[src/rtl/stack_seq_ctrl.sv]
// Fetch/issue sequencer for the stack processor: walks the instruction ROM, issues push/ALU ops
// to the stack datapath over valid/ready, and stops on halt or on a stack/PC fault.
module stack_seq_ctrl #(
    parameter int PC_W        = 8,
    parameter int STACK_DEPTH = 16,
    parameter int CNT_W       = 16,
    localparam int DEPTH_W    = $clog2(STACK_DEPTH + 1)
) (
    input  logic               CLK,
    input  logic               reset,
    input  logic               start,
    output logic [PC_W-1:0]    pc,
    input  logic [8:0]         inst,
    output logic               issue_valid,
    input  logic               issue_ready,
    output logic               issue_push,
    output logic [7:0]         issue_imm,
    output logic [7:0]         issue_func,
    output logic               busy,
    output logic               done,
    output logic               err,
    output logic [1:0]         err_code,
    output logic [DEPTH_W-1:0] depth,
    output logic [CNT_W-1:0]   retired
);

    typedef enum logic [2:0] {
        IDLE  = 3'd0,
        FETCH = 3'd1,
        ISSUE = 3'd2,
        DONE  = 3'd3,
        ERROR = 3'd4
    } state_t;

    localparam logic [8:0]         HALT_INST = 9'h1FF;
    localparam logic [PC_W-1:0]    PC_LAST   = {PC_W{1'b1}};
    localparam logic [DEPTH_W-1:0] DEPTH_MAX = DEPTH_W'(STACK_DEPTH);
    localparam logic [DEPTH_W-1:0] DEPTH_TWO = DEPTH_W'(2);
    localparam logic [CNT_W-1:0]   CNT_MAX   = {CNT_W{1'b1}};

    localparam logic [1:0] CODE_NONE  = 2'b00;
    localparam logic [1:0] CODE_OVF   = 2'b01;
    localparam logic [1:0] CODE_UNF   = 2'b10;
    localparam logic [1:0] CODE_PCEND = 2'b11;

    function automatic logic is_halt(input logic [8:0] ins);
        return ins == HALT_INST;
    endfunction

    function automatic logic is_alu(input logic [8:0] ins);
        return ins[8] && (ins != HALT_INST);
    endfunction

    state_t               state_r, state_n;
    logic [PC_W-1:0]      pc_r, pc_n;
    logic [8:0]           ir_r, ir_n;
    logic [DEPTH_W-1:0]   depth_r, depth_n;
    logic [CNT_W-1:0]     retired_r, retired_n;
    logic [1:0]           err_code_r, err_code_n;

    logic halt_s, push_s, alu_s, ovf_s, unf_s, issue_ok_s;

    // Decode the held instruction and evaluate stack checks against pre-op depth.
    always_comb begin
        halt_s     = is_halt(ir_r);
        push_s     = ~ir_r[8];
        alu_s      = is_alu(ir_r);
        ovf_s      = push_s && (depth_r == DEPTH_MAX);
        unf_s      = alu_s && (depth_r < DEPTH_TWO);
        issue_ok_s = (state_r == ISSUE) && !halt_s && !ovf_s && !unf_s;
    end

    // Next-state and next-register computation for the sequencer.
    always_comb begin
        state_n    = state_r;
        pc_n       = pc_r;
        ir_n       = ir_r;
        depth_n    = depth_r;
        retired_n  = retired_r;
        err_code_n = err_code_r;
        case (state_r)
            IDLE, DONE, ERROR: begin
                if (start) begin
                    pc_n       = {PC_W{1'b0}};
                    depth_n    = {DEPTH_W{1'b0}};
                    retired_n  = {CNT_W{1'b0}};
                    err_code_n = CODE_NONE;
                    state_n    = FETCH;
                end else begin
                    state_n = state_r;
                end
            end
            FETCH: begin
                ir_n    = inst;
                state_n = ISSUE;
            end
            ISSUE: begin
                if (halt_s) begin
                    state_n = DONE;
                end else if (ovf_s) begin
                    err_code_n = CODE_OVF;
                    state_n    = ERROR;
                end else if (unf_s) begin
                    err_code_n = CODE_UNF;
                    state_n    = ERROR;
                end else if (issue_ready) begin
                    // An ALU op pops two and pushes one, so net depth change is -1.
                    if (push_s) begin
                        depth_n = depth_r + DEPTH_W'(1);
                    end else begin
                        depth_n = depth_r - DEPTH_W'(1);
                    end
                    if (retired_r != CNT_MAX) begin
                        retired_n = retired_r + CNT_W'(1);
                    end else begin
                        retired_n = retired_r;
                    end
                    if (pc_r == PC_LAST) begin
                        err_code_n = CODE_PCEND;
                        state_n    = ERROR;
                    end else begin
                        pc_n    = pc_r + PC_W'(1);
                        state_n = FETCH;
                    end
                end else begin
                    state_n = ISSUE;
                end
            end
            default: begin
                state_n = IDLE;
            end
        endcase
    end

    // State and datapath registers.
    always_ff @(posedge CLK or posedge reset) begin
        if (reset) begin
            state_r    <= IDLE;
            pc_r       <= {PC_W{1'b0}};
            ir_r       <= 9'h000;
            depth_r    <= {DEPTH_W{1'b0}};
            retired_r  <= {CNT_W{1'b0}};
            err_code_r <= CODE_NONE;
        end else begin
            state_r    <= state_n;
            pc_r       <= pc_n;
            ir_r       <= ir_n;
            depth_r    <= depth_n;
            retired_r  <= retired_n;
            err_code_r <= err_code_n;
        end
    end

    // Every output is a register or a pure decode of registers; none looks at issue_ready.
    assign pc          = pc_r;
    assign issue_valid = issue_ok_s;
    assign issue_push  = push_s;
    assign issue_imm   = ir_r[7:0];
    assign issue_func  = ir_r[7:0];
    assign busy        = (state_r == FETCH) || (state_r == ISSUE);
    assign done        = (state_r == DONE);
    assign err         = (state_r == ERROR);
    assign err_code    = err_code_r;
    assign depth       = depth_r;
    assign retired     = retired_r;

endmodule

[config.mk]
export PLATFORM = sky130hd
export DESIGN_NAME = stack_seq_ctrl
export DESIGN_NICKNAME = d
export VERILOG_FILES = /design/src/rtl/stack_seq_ctrl.sv
export SDC_FILE = /design/constraint.sdc
export NUM_CORES = 1
export LEC_CHECK = 0
export CAP_MARGIN = 20
export CORE_UTILIZATION = 51
export CTS_BUF_LIST = sky130_fd_sc_hd__clkbuf_2
export DETAILED_ROUTE_END_ITERATION = 16
export PLACE_DENSITY = 0.94
export SYNTH_ARGS = -nofsm -noshare
export SYNTH_HDL_FRONTEND = slang
export SYNTH_SLANG_ARGS = --single-unit
[constraint.sdc]
create_clock -name CLK -period 2.65 [get_ports CLK]
set_input_delay 0.53 -clock CLK [delete_from_list [all_inputs] [get_ports CLK]]
set_output_delay 0.53 -clock CLK [all_outputs]
set_load 0.02 [all_outputs]
==> metrics.cfg, run 1 <==
[final_layout]
drive_gt1_frac = 0.161
final_cells = 384
nFillCells = 360
finish.utilization = 0.679
final_nets = 335
antenna-diode-count = 0
stdcell_area_um2 = 3230
syn2layout_area_growth_pct = 28.1

[flow_run]
drv_cap = 0

[worst_setup_path]
cp-startpoint = depth[3]$_DFFE_PP0P_
cp.required_ns = 2.12
end_kind = output port
critical_path_class = flip-flop to output port
crit_family = simple AND/OR/NAND/NOR gates
path_buf_inv = 1
critPathArrivalTime_ns = 2.03
slowest_delay_ns = 0.50
worstSetupStartpointType = flip-flop
cp_max_fo = 2
crit_slowest_cell = or4_4
r2r_start = depth[3]$_DFFE_PP0P_
crit_chain = or3_4, or4_4, nand3_2, nor2b_1, buf_2
r2r_slack_ns = 0.20

[clocking]
clk_latency_ns = 0.43
clk_pin_slew_ns = 0.21
ctsRootBufferMaster = clkbuf_2
cts_tree = done
numCtsBuffers = 5
cts_buffer_depth = 2
ctsHoldBuffers = 0
htree_levels = 2
cts_sinks = 43

[global_route]
grt_pass1_wl_um = 9560
grt_usage = 0.235
grt_max_degree = 44
antenna_found_initial = 0
grt_pass1_vias = 2038
grt_overflow = 0

[yosys]
synth_edf_count = 0
async_flop_share = 1.00
mappedNetlistArea_um2 = 2520
avgSynthCellArea_um2 = 9.89
yosysSeqAreaShare = 0.427
synth_warnings = 0
syn-num-nets = 274
yosys_register_bits = 43
synth_cell_types = 59
synthCells = 255
ys.flop_type = dfrtp_1

[placed_design]
place_area_um2 = 3160
post-place-ws_ns = -0.0405
dp.cells = 372
place_congestion = 0.859
io_buffers = 64
hpwl_um = 4280

[timing]
fmax_mhz = 391
worst_slew_pin_slew_ns = 0.800
skew_ns = 0.0145
fin_crit_ns = 2.56
hold_ws_ns = 0.513
fin_ws_ns = 0.0902
drv_slew = 0
hold_viol_final = 0
tns_ns = 0
setup_viol = 0
min_period_over_period = 0.966
relSlewSlack = 0.463
rsz0062_at_grt = false

[power]
power.density_nw_per_um2 = 908
power_leakage_nw = 1.32
total_power_mw = 2.93
ir_drop_uv = 517

[floorplanning]
row_count = 25
dieArea_um2 = 5230
ios = 65
coreArea_um2 = 4750
start_util = 0.531
dieWidth_um = 72.3
fp.dieH_um = 72.3

[route]
drt_iter0_markers = 160
drc = 0
avgViaCountPerCell = 5.54
postRouteWirelength_um = 5740
antenna_left = 0
wl_per_cell_um = 14.9
num_vias = 2126
firstDrtPassIters = 4

[worst_hold_path]
hold_path.class = input pin to asynchronous set/reset pin

[run_status]
status = finished clean

-- power by group --
part	switching [mW]	internal [mW]
Sequential	0.158	0.800
Clock	0.212	0.0634
Combinational	0.901	0.799
Total	1.27	1.66
-- timing repair --
item | CTS | global route
hold endpoints to repair | 0 | 0
pin swaps | 1 | 0
endpoints found under the setup margin | 1 | 2
gates resized for setup | 4 | 3
buffers inserted | 3 | 1
-- state kept, by name (all words and copies together), names as in the netlist --
name,count
ir_r,9
pc,8
retired,16
state_r,3
depth,5
err_code,2
-- tightest hold or removal path, cell delays in order --
cell,delay (ns)
clkdlybuf4s50_1,0.40
inv_1,0.05
buf_4,0.45
-- logic make-up (layout without fill, tap and decap cells) --
group | after synthesis | count (layout) | synth area share
simple gates | 98 | 98 | 0.220
compound gates | 46 | 46 | 0.139
flops | 43 | 43 | 0.427
buf+inv | 37 | 99 | 0.0863
xor+xnor | 16 | 16 | 0.0556
mux | 9 | 9 | 0.0402
fa+ha+maj | 6 | 6 | 0.0327
-- layout by cell type (no fill, tap or decap), drive strengths merged, types with 5 or more instances in the layout --
master	count
clkdlybuf4s50	63
dfrtp	43
nand2	23
nor2	21
xnor2	16
buf	16
inv	12
o21ai	12
nand3	10
a21oi	9
mux2	9
nor4	8
nor3	7
clkbuf	6
ha	5
and4	5
-- synthesized netlist by cell type (2+ instances only) --
cell type | n | share of area
or3_1 | 3 | 0.0074
xnor2_1 | 16 | 0.056
buf_6 | 2 | 0.0089
inv_1 | 12 | 0.018
nor3b_1 | 2 | 0.0060
and4_1 | 4 | 0.014
or2_2 | 2 | 0.0050
o21a_1 | 2 | 0.0060
a21o_1 | 2 | 0.0060
a31oi_1 | 3 | 0.0074
a21oi_1 | 8 | 0.016
mux2_2 | 8 | 0.036
a32o_1 | 2 | 0.0079
nand4_1 | 3 | 0.0074
nor2_1 | 20 | 0.030
o21ai_1 | 2 | 0.0040
o21ai_0 | 10 | 0.020
nand3_1 | 10 | 0.020
o31ai_1 | 2 | 0.0060
buf_4 | 16 | 0.048
buf_2 | 2 | 0.0040
nor2b_1 | 3 | 0.0074
and2_1 | 2 | 0.0050
dfrtp_1 | 43 | 0.43
nor4_1 | 7 | 0.017
a31o_2 | 2 | 0.0069
ha_1 | 5 | 0.025
clkbuf_1 | 4 | 0.0060
nor3_1 | 6 | 0.012
nand2_1 | 23 | 0.034
-- per-layer routing --
| metal | GRT usage | wire (um) | vias to the layer above |
|---|---|---|---|
| li1 | - | - | 1014 |
| met1 | 0.322 | 2530 | 1027 |
| met2 | 0.369 | 2830 | 70 |
| met3 | 0.0458 | 275 | 15 |
| met4 | 0.0893 | 101 | 0 |
| met5 | 0 | 0 | - |
-- layout make-up --
cell class | count | area (um^2) | area share
inverters | 12 | 45.0 | 0.0139
clock buffers | 6 | 30.0 | 0.00930
clock inverters | 2 | 7.51 | 0.00232
flip-flops and latches | 43 | 1080 | 0.333
well taps | 67 | 83.8 | 0.0259
multi-input cells | 175 | 1240 | 0.383
repair buffers | 79 | 748 | 0.232
-- worst paths after layout --
path	to	cells past startpoint
worst max-delay path	issue_valid	5
worst min-delay path	err_code[0]$_DFFE_PP0P_	3
worst max register to register	retired[0]$_DFFE_PP0P_	9
worst min register to register	depth[4]$_DFFE_PP0P_	1
max in group asynchronous	state_r[0]$_DFFE_PP0P_	3
min in group CLK	depth[4]$_DFFE_PP0P_	1
No activity file was read; power rests on OpenSTA's default activity.
==> run 2, diff against run 1 <==
--- a/config.mk
+++ b/config.mk
@@ -6,10 +6,11 @@
 export NUM_CORES = 1
 export LEC_CHECK = 0
 export CAP_MARGIN = 20
-export CORE_UTILIZATION = 51
+export CORE_UTILIZATION = 46
 export CTS_BUF_LIST = sky130_fd_sc_hd__clkbuf_2
 export DETAILED_ROUTE_END_ITERATION = 16
-export PLACE_DENSITY = 0.94
+export PLACE_DENSITY = 0.9
+export SLEW_MARGIN = 20
 export SYNTH_ARGS = -nofsm -noshare
 export SYNTH_HDL_FRONTEND = slang
 export SYNTH_SLANG_ARGS = --single-unit
==> constraint.sdc (replaced) <==
create_clock -name CLK -period 2.3 [get_ports CLK]
set_input_delay 0.46 -clock CLK [delete_from_list [all_inputs] [get_ports CLK]]
set_output_delay 0.46 -clock CLK [all_outputs]
set_load 0.02 [all_outputs]
==> run 2 against run 1 <==
Net effect:
- the run now ends with setup timing left
- critical path depth did not move
- sequential cell count stayed put
- count of clock-buffer cells in the layout did not move
- largest cell class unchanged
==> metrics.cfg, run 2 (same netlist as run 1, synthesis figures left out) <==
[placed_design]
post-place-ws_ns = -0.0452
place_congestion = 0.870
hpwl_um = 4460
io_buffers = 64

[floorplanning]
start_util = 0.485
coreArea_um2 = 5200
fp.dieH_um = 76.1
ios = 65
row_count = 26
dieWidth_um = 76.1
dieArea_um2 = 5780

[clocking]
numCtsBuffers = 5
cts_sinks = 43
ctsHoldBuffers = 0
clk_latency_ns = 0.41
ctsRootBufferMaster = clkbuf_2
clk_pin_slew_ns = 0.21
htree_levels = 2
cts_tree = done
cts_buffer_depth = 2

[worst_setup_path]
worstSetupStartpointType = flip-flop
cp_max_fo = 2
crit_chain = or3_4, or4_4, nand3_2, nor2b_1, buf_2
endpoint = issue_valid
crit_slowest_cell = or4_4
critical_path_class = flip-flop to output port
end_kind = output port
cp.required_ns = 1.84
rr_endpoint = retired[0]$_DFFE_PP0P_
r2r_start = depth[3]$_DFFE_PP0P_
reg2reg_depth = 10
r2r_slack_ns = -0.02
critPathArrivalTime_ns = 1.94
slowest_delay_ns = 0.43
cp-startpoint = depth[3]$_DFFE_PP0P_

[power]
power.density_nw_per_um2 = 1100
power_frac_clock = 0.111
power_leakage_nw = 1.46
p_switching_mw = 1.61
switching_share = 0.418
p_int_mw = 2.25
total_power_mw = 3.86
combinationalPowerShare = 0.602
ir_drop_uv = 541
power_frac_seq = 0.286

[route]
wl_per_cell_um = 16.0
drc = 0
antenna_left = 0
postRouteWirelength_um = 6500
avgViaCountPerCell = 5.51
drt_iter0_markers = 158
num_vias = 2238
firstDrtPassIters = 4

[final_layout]
nFillCells = 376
final_cell_mix = 59 x clkdlybuf4s50_1, 40 x dfrtp_1, 29 x buf_4
antenna-diode-count = 0
final_common_cell = clkdlybuf4s50_1
largest_reg_flops = 16
syn2layout_area_growth_pct = 38.4
drive_gt1_frac = 0.241
final_nets = 355

[global_route]
antenna_found_initial = 0
grt_overflow = 0
grt_max_degree = 44
grt_pass1_vias = 2228
grt_usage = 0.223
grt_pass1_wl_um = 10400

[timing]
drv_slew = 0
skew_ns = 0.0193
setup_viol = 2
relSlewSlack = 0.633
fmax_mhz = 417
hold_viol_final = 0
fin_crit_ns = 2.40
fin_ws_ns = -0.101
rsz0062_at_grt = true
min_period_over_period = 1.04
worst_slew_pin_slew_ns = 0.550

[run_status]
failed_checks = setup timing
status = complete, but fails checks

[worst_hold_path]
hold_path.class = input pin to asynchronous set/reset pin

[flow_run]
drv_cap = 0

==> run 2: worst min-delay path by stage <==
| stage | start | end |
|---|---|---|
| floorplan | ir_r[0]$_DFFE_PP0P_ | ir_r[0]$_DFFE_PP0P_ |
| global placement | err_code[0]$_DFFE_PP0P_ | err_code[0]$_DFFE_PP0P_ |
| detailed placement | err_code[0]$_DFFE_PP0P_ | err_code[0]$_DFFE_PP0P_ |
| CTS | reset | retired[7]$_DFFE_PP0P_ |
| global route | reset | ir_r[0]$_DFFE_PP0P_ |
| finish | reset | ir_r[0]$_DFFE_PP0P_ |
==> run 2: stage by stage <==
step / area, um^2 / instances / util / TNS, ns / hold WS, ns
after floorplan: 2520 / 255 / - / 0 / 0.521
after global placement: 3270 / 390 / 0.629 / -0.0120 / 0.492
after detailed placement: 3270 / 390 / 0.629 / -0.148 / 0.494
after CTS: 3360 / 400 / 0.645 / -0.134 / 0.467
after global routing: 3490 / 406 / 0.671 / -1.21 / 0.538
final: 3490 / 406 / 0.671 / -0.123 / 0.453
==> run 2: final cells by class <==
cell class	count	area, um^2	share of cell area
flip-flops and latches	43	1080	0.309
well taps	70	87.6	0.0251
multi-input cells	175	1290	0.371
repair buffers	99	925	0.265
inverters	12	45.0	0.0129
clock buffers	6	30.0	0.00860
clock inverters	1	30.0	0.00860
==> run 2: repair_timing <==
action / CTS / global route
resized for setup: 11 / 21
setup buffers: 3 / 7
endpoints found under the setup margin: 4 / 14
pin swaps: 0 / 9
cloned: 0 / 0
==> run 2: critical path, delay by kind of cell, from the launching register on <==
kind / cells / cell delay (ns)
flops: 1 / 0.42
buf+inv: 1 / 0.15
simple gates: 4 / 0.97
==> run 2: power by group through the flow <==
stage / combinational [mW] / clock, mW / sequential (mW)
detailed placement: 2.08 / 0 / 1.11
floorplan: 1.33 / 0 / 1.14
global placement: 2.02 / 0 / 1.09
CTS: 2.12 / 0.437 / 1.09
global route: 2.48 / 0.464 / 1.13
finish: 2.32 / 0.430 / 1.10
==> run 2: routing by layer <==
| metal | part of all wire | global-route usage |
|---|---|---|
| met2 | 0.52 | 0.400 |
| met4 | 0.014 | 0.0750 |
| met1 | 0.43 | 0.275 |
| met5 | 0 | 0 |
| met3 | 0.040 | 0.0323 |
==> run 3, diff against run 2 <==
--- a/config.mk
+++ b/config.mk
@@ -14,3 +14,4 @@
 export SYNTH_ARGS = -nofsm -noshare
 export SYNTH_HDL_FRONTEND = slang
 export SYNTH_SLANG_ARGS = --single-unit
+export TNS_END_PERCENT = 30
==> run 3 against run 2 <==
Net effect:
- the run still ends with setup timing left
- worst setup slack got worse by 0.017 ns
- wire length fell by 6.6%
- first-iteration DRC count fell by 41%
- clock power barely moved
- critical path type unchanged
- largest cell class unchanged
- largest power group unchanged
- highest routed layer unchanged
==> metrics.cfg, run 3 (same netlist as run 1, synthesis figures left out) <==
[timing]
min_period_over_period = 1.05
hold_viol_final = 0
relSlewSlack = 0.641
hold_ws_ns = 0.434
skew_ns = 0.0258
drv_slew = 0
tns_ns = -0.117
rsz0062_at_grt = true
setup_viol = 1
fmax_mhz = 414
fin_crit_ns = 2.42
worst_slew_pin_slew_ns = 0.539
fin_ws_ns = -0.117

[run_status]
failed_checks = setup timing
status = complete, but fails checks

[route]
antenna_left = 0
drt_iter0_markers = 93
postRouteWirelength_um = 6070
firstDrtPassIters = 4
num_vias = 2204
drc = 0
avgViaCountPerCell = 5.52
wl_per_cell_um = 15.2

[placed_design]
io_buffers = 64
hpwl_um = 4460
place_congestion = 0.870

[global_route]
grt_pass1_wl_um = 10400
grt_usage = 0.222
grt_max_degree = 44
antenna_found_initial = 0
grt_overflow = 0
grt_pass1_vias = 2206

[power]
power_leakage_nw = 1.41
p_switching_mw = 1.54
ir_drop_uv = 551
power_frac_clock = 0.117
power.density_nw_per_um2 = 1090
power_frac_seq = 0.299
switching_share = 0.416
combinationalPowerShare = 0.584
total_power_mw = 3.69
p_int_mw = 2.15

[worst_setup_path]
end_kind = output port
worstSetupStartpointType = flip-flop
cp_max_fo = 2
cp.required_ns = 1.84
critical_path_class = flip-flop to output port
critPathArrivalTime_ns = 1.96

[floorplanning]
dieArea_um2 = 5780
fp.dieH_um = 76.1
row_count = 26
dieWidth_um = 76.1
coreArea_um2 = 5200
start_util = 0.485
ios = 65

[final_layout]
final_cell_mix = 59 x clkdlybuf4s50_1, 40 x dfrtp_1, 27 x buf_4
drive_gt1_frac = 0.204
final_common_cell = clkdlybuf4s50_1
regArea_um2 = 1080
nFillCells = 407
largest_reg_flops = 16
final_nets = 348
multiInputGateArea_um2 = 1250
syn2layout_area_growth_pct = 34.3
antenna-diode-count = 0

[clocking]
ctsRootBufferMaster = clkbuf_2
numCtsBuffers = 5
htree_levels = 2
clk_pin_slew_ns = 0.22
cts_buffer_depth = 2
ctsHoldBuffers = 0
clk_latency_ns = 0.42
cts_tree = done
cts_sinks = 43

[worst_hold_path]
hold_path.class = input pin to asynchronous set/reset pin

[flow_run]
drv_cap = 0

-- run 3: changes by cell type in the layout (fill, tap and decap cells not counted), sizes merged --
cell / before / now
dlygate4sd2: 2 / 3
buf: 36 / 29
clkbuf: 7 / 6
-- run 3: power groups by stage --
stage	logic, mW	clock network, mW	registers (mW)
floorplan	1.33	0	1.14
global placement	2.02	0	1.09
detailed placement	2.08	0	1.11
CTS	2.10	0.437	1.10
global route	2.30	0.463	1.13
finish	2.15	0.433	1.10
-- run 3: stage by stage --
step                 util  worst slack, ns  cells  area [um^2]
floorplan               -            0.157    255         2520
global placement    0.629          -0.0120    390         3270
detailed placement  0.629          -0.0452    390         3270
CTS                 0.643           -0.108    398         3350
global route        0.651           -0.181    399         3390
finish              0.651           -0.117    399         3390
-- run 3: critical path, stage by stage (launching register included) --
cell and delay [ns]:
dfrtp_1 0.42, or3_4 0.38, or4_4 0.43, nand3_2 0.10, nor2b_1 0.05, buf_4 0.15
-- run 3: area by class of cell --
class / instances / area share
repair buffers: 92 / 0.255
multi-input cells: 175 / 0.369
flip-flops and latches: 43 / 0.319
inverters: 12 / 0.0133
well taps: 70 / 0.0259
clock buffers: 6 / 0.00887
clock inverters: 1 / 0.00887
-- run 3: layer usage --
metal,routed length [um],GRT usage,vias up,part of all wire
met2,3100,0.398,66,0.51
met3,289,0.0287,12,0.048
met4,98,0.0731,0,0.016
met5,0,0,-,0
li1,-,-,1035,-
met1,2580,0.277,1091,0.43
-- run 3: worst paths after layout --
| check | from | endpoint | slack (ns) | cells after the start |
|---|---|---|---|---|
| max in group asynchronous | reset | state_r[1]$_DFFE_PP0P_ | 1.44 | 3 |
| worst min register to register | err_code[0]$_DFFE_PP0P_ | err_code[0]$_DFFE_PP0P_ | 0.54 | 1 |
| worst min-delay path | reset | ir_r[0]$_DFFE_PP0P_ | 0.43 | 3 |
| worst max-delay path | depth[3]$_DFFE_PP0P_ | issue_valid | -0.12 | 5 |
| min in group CLK | err_code[0]$_DFFE_PP0P_ | err_code[0]$_DFFE_PP0P_ | 0.54 | 1 |
| worst max register to register | depth[3]$_DFFE_PP0P_ | retired[15]$_DFFE_PP0P_ | 0.08 | 8 |
-- run 3: what timing repair did --
item,in CTS,in global routing
pin swaps,0,1
setup buffers,1,1
setup endpoints to repair,4,14
resized for setup,13,4
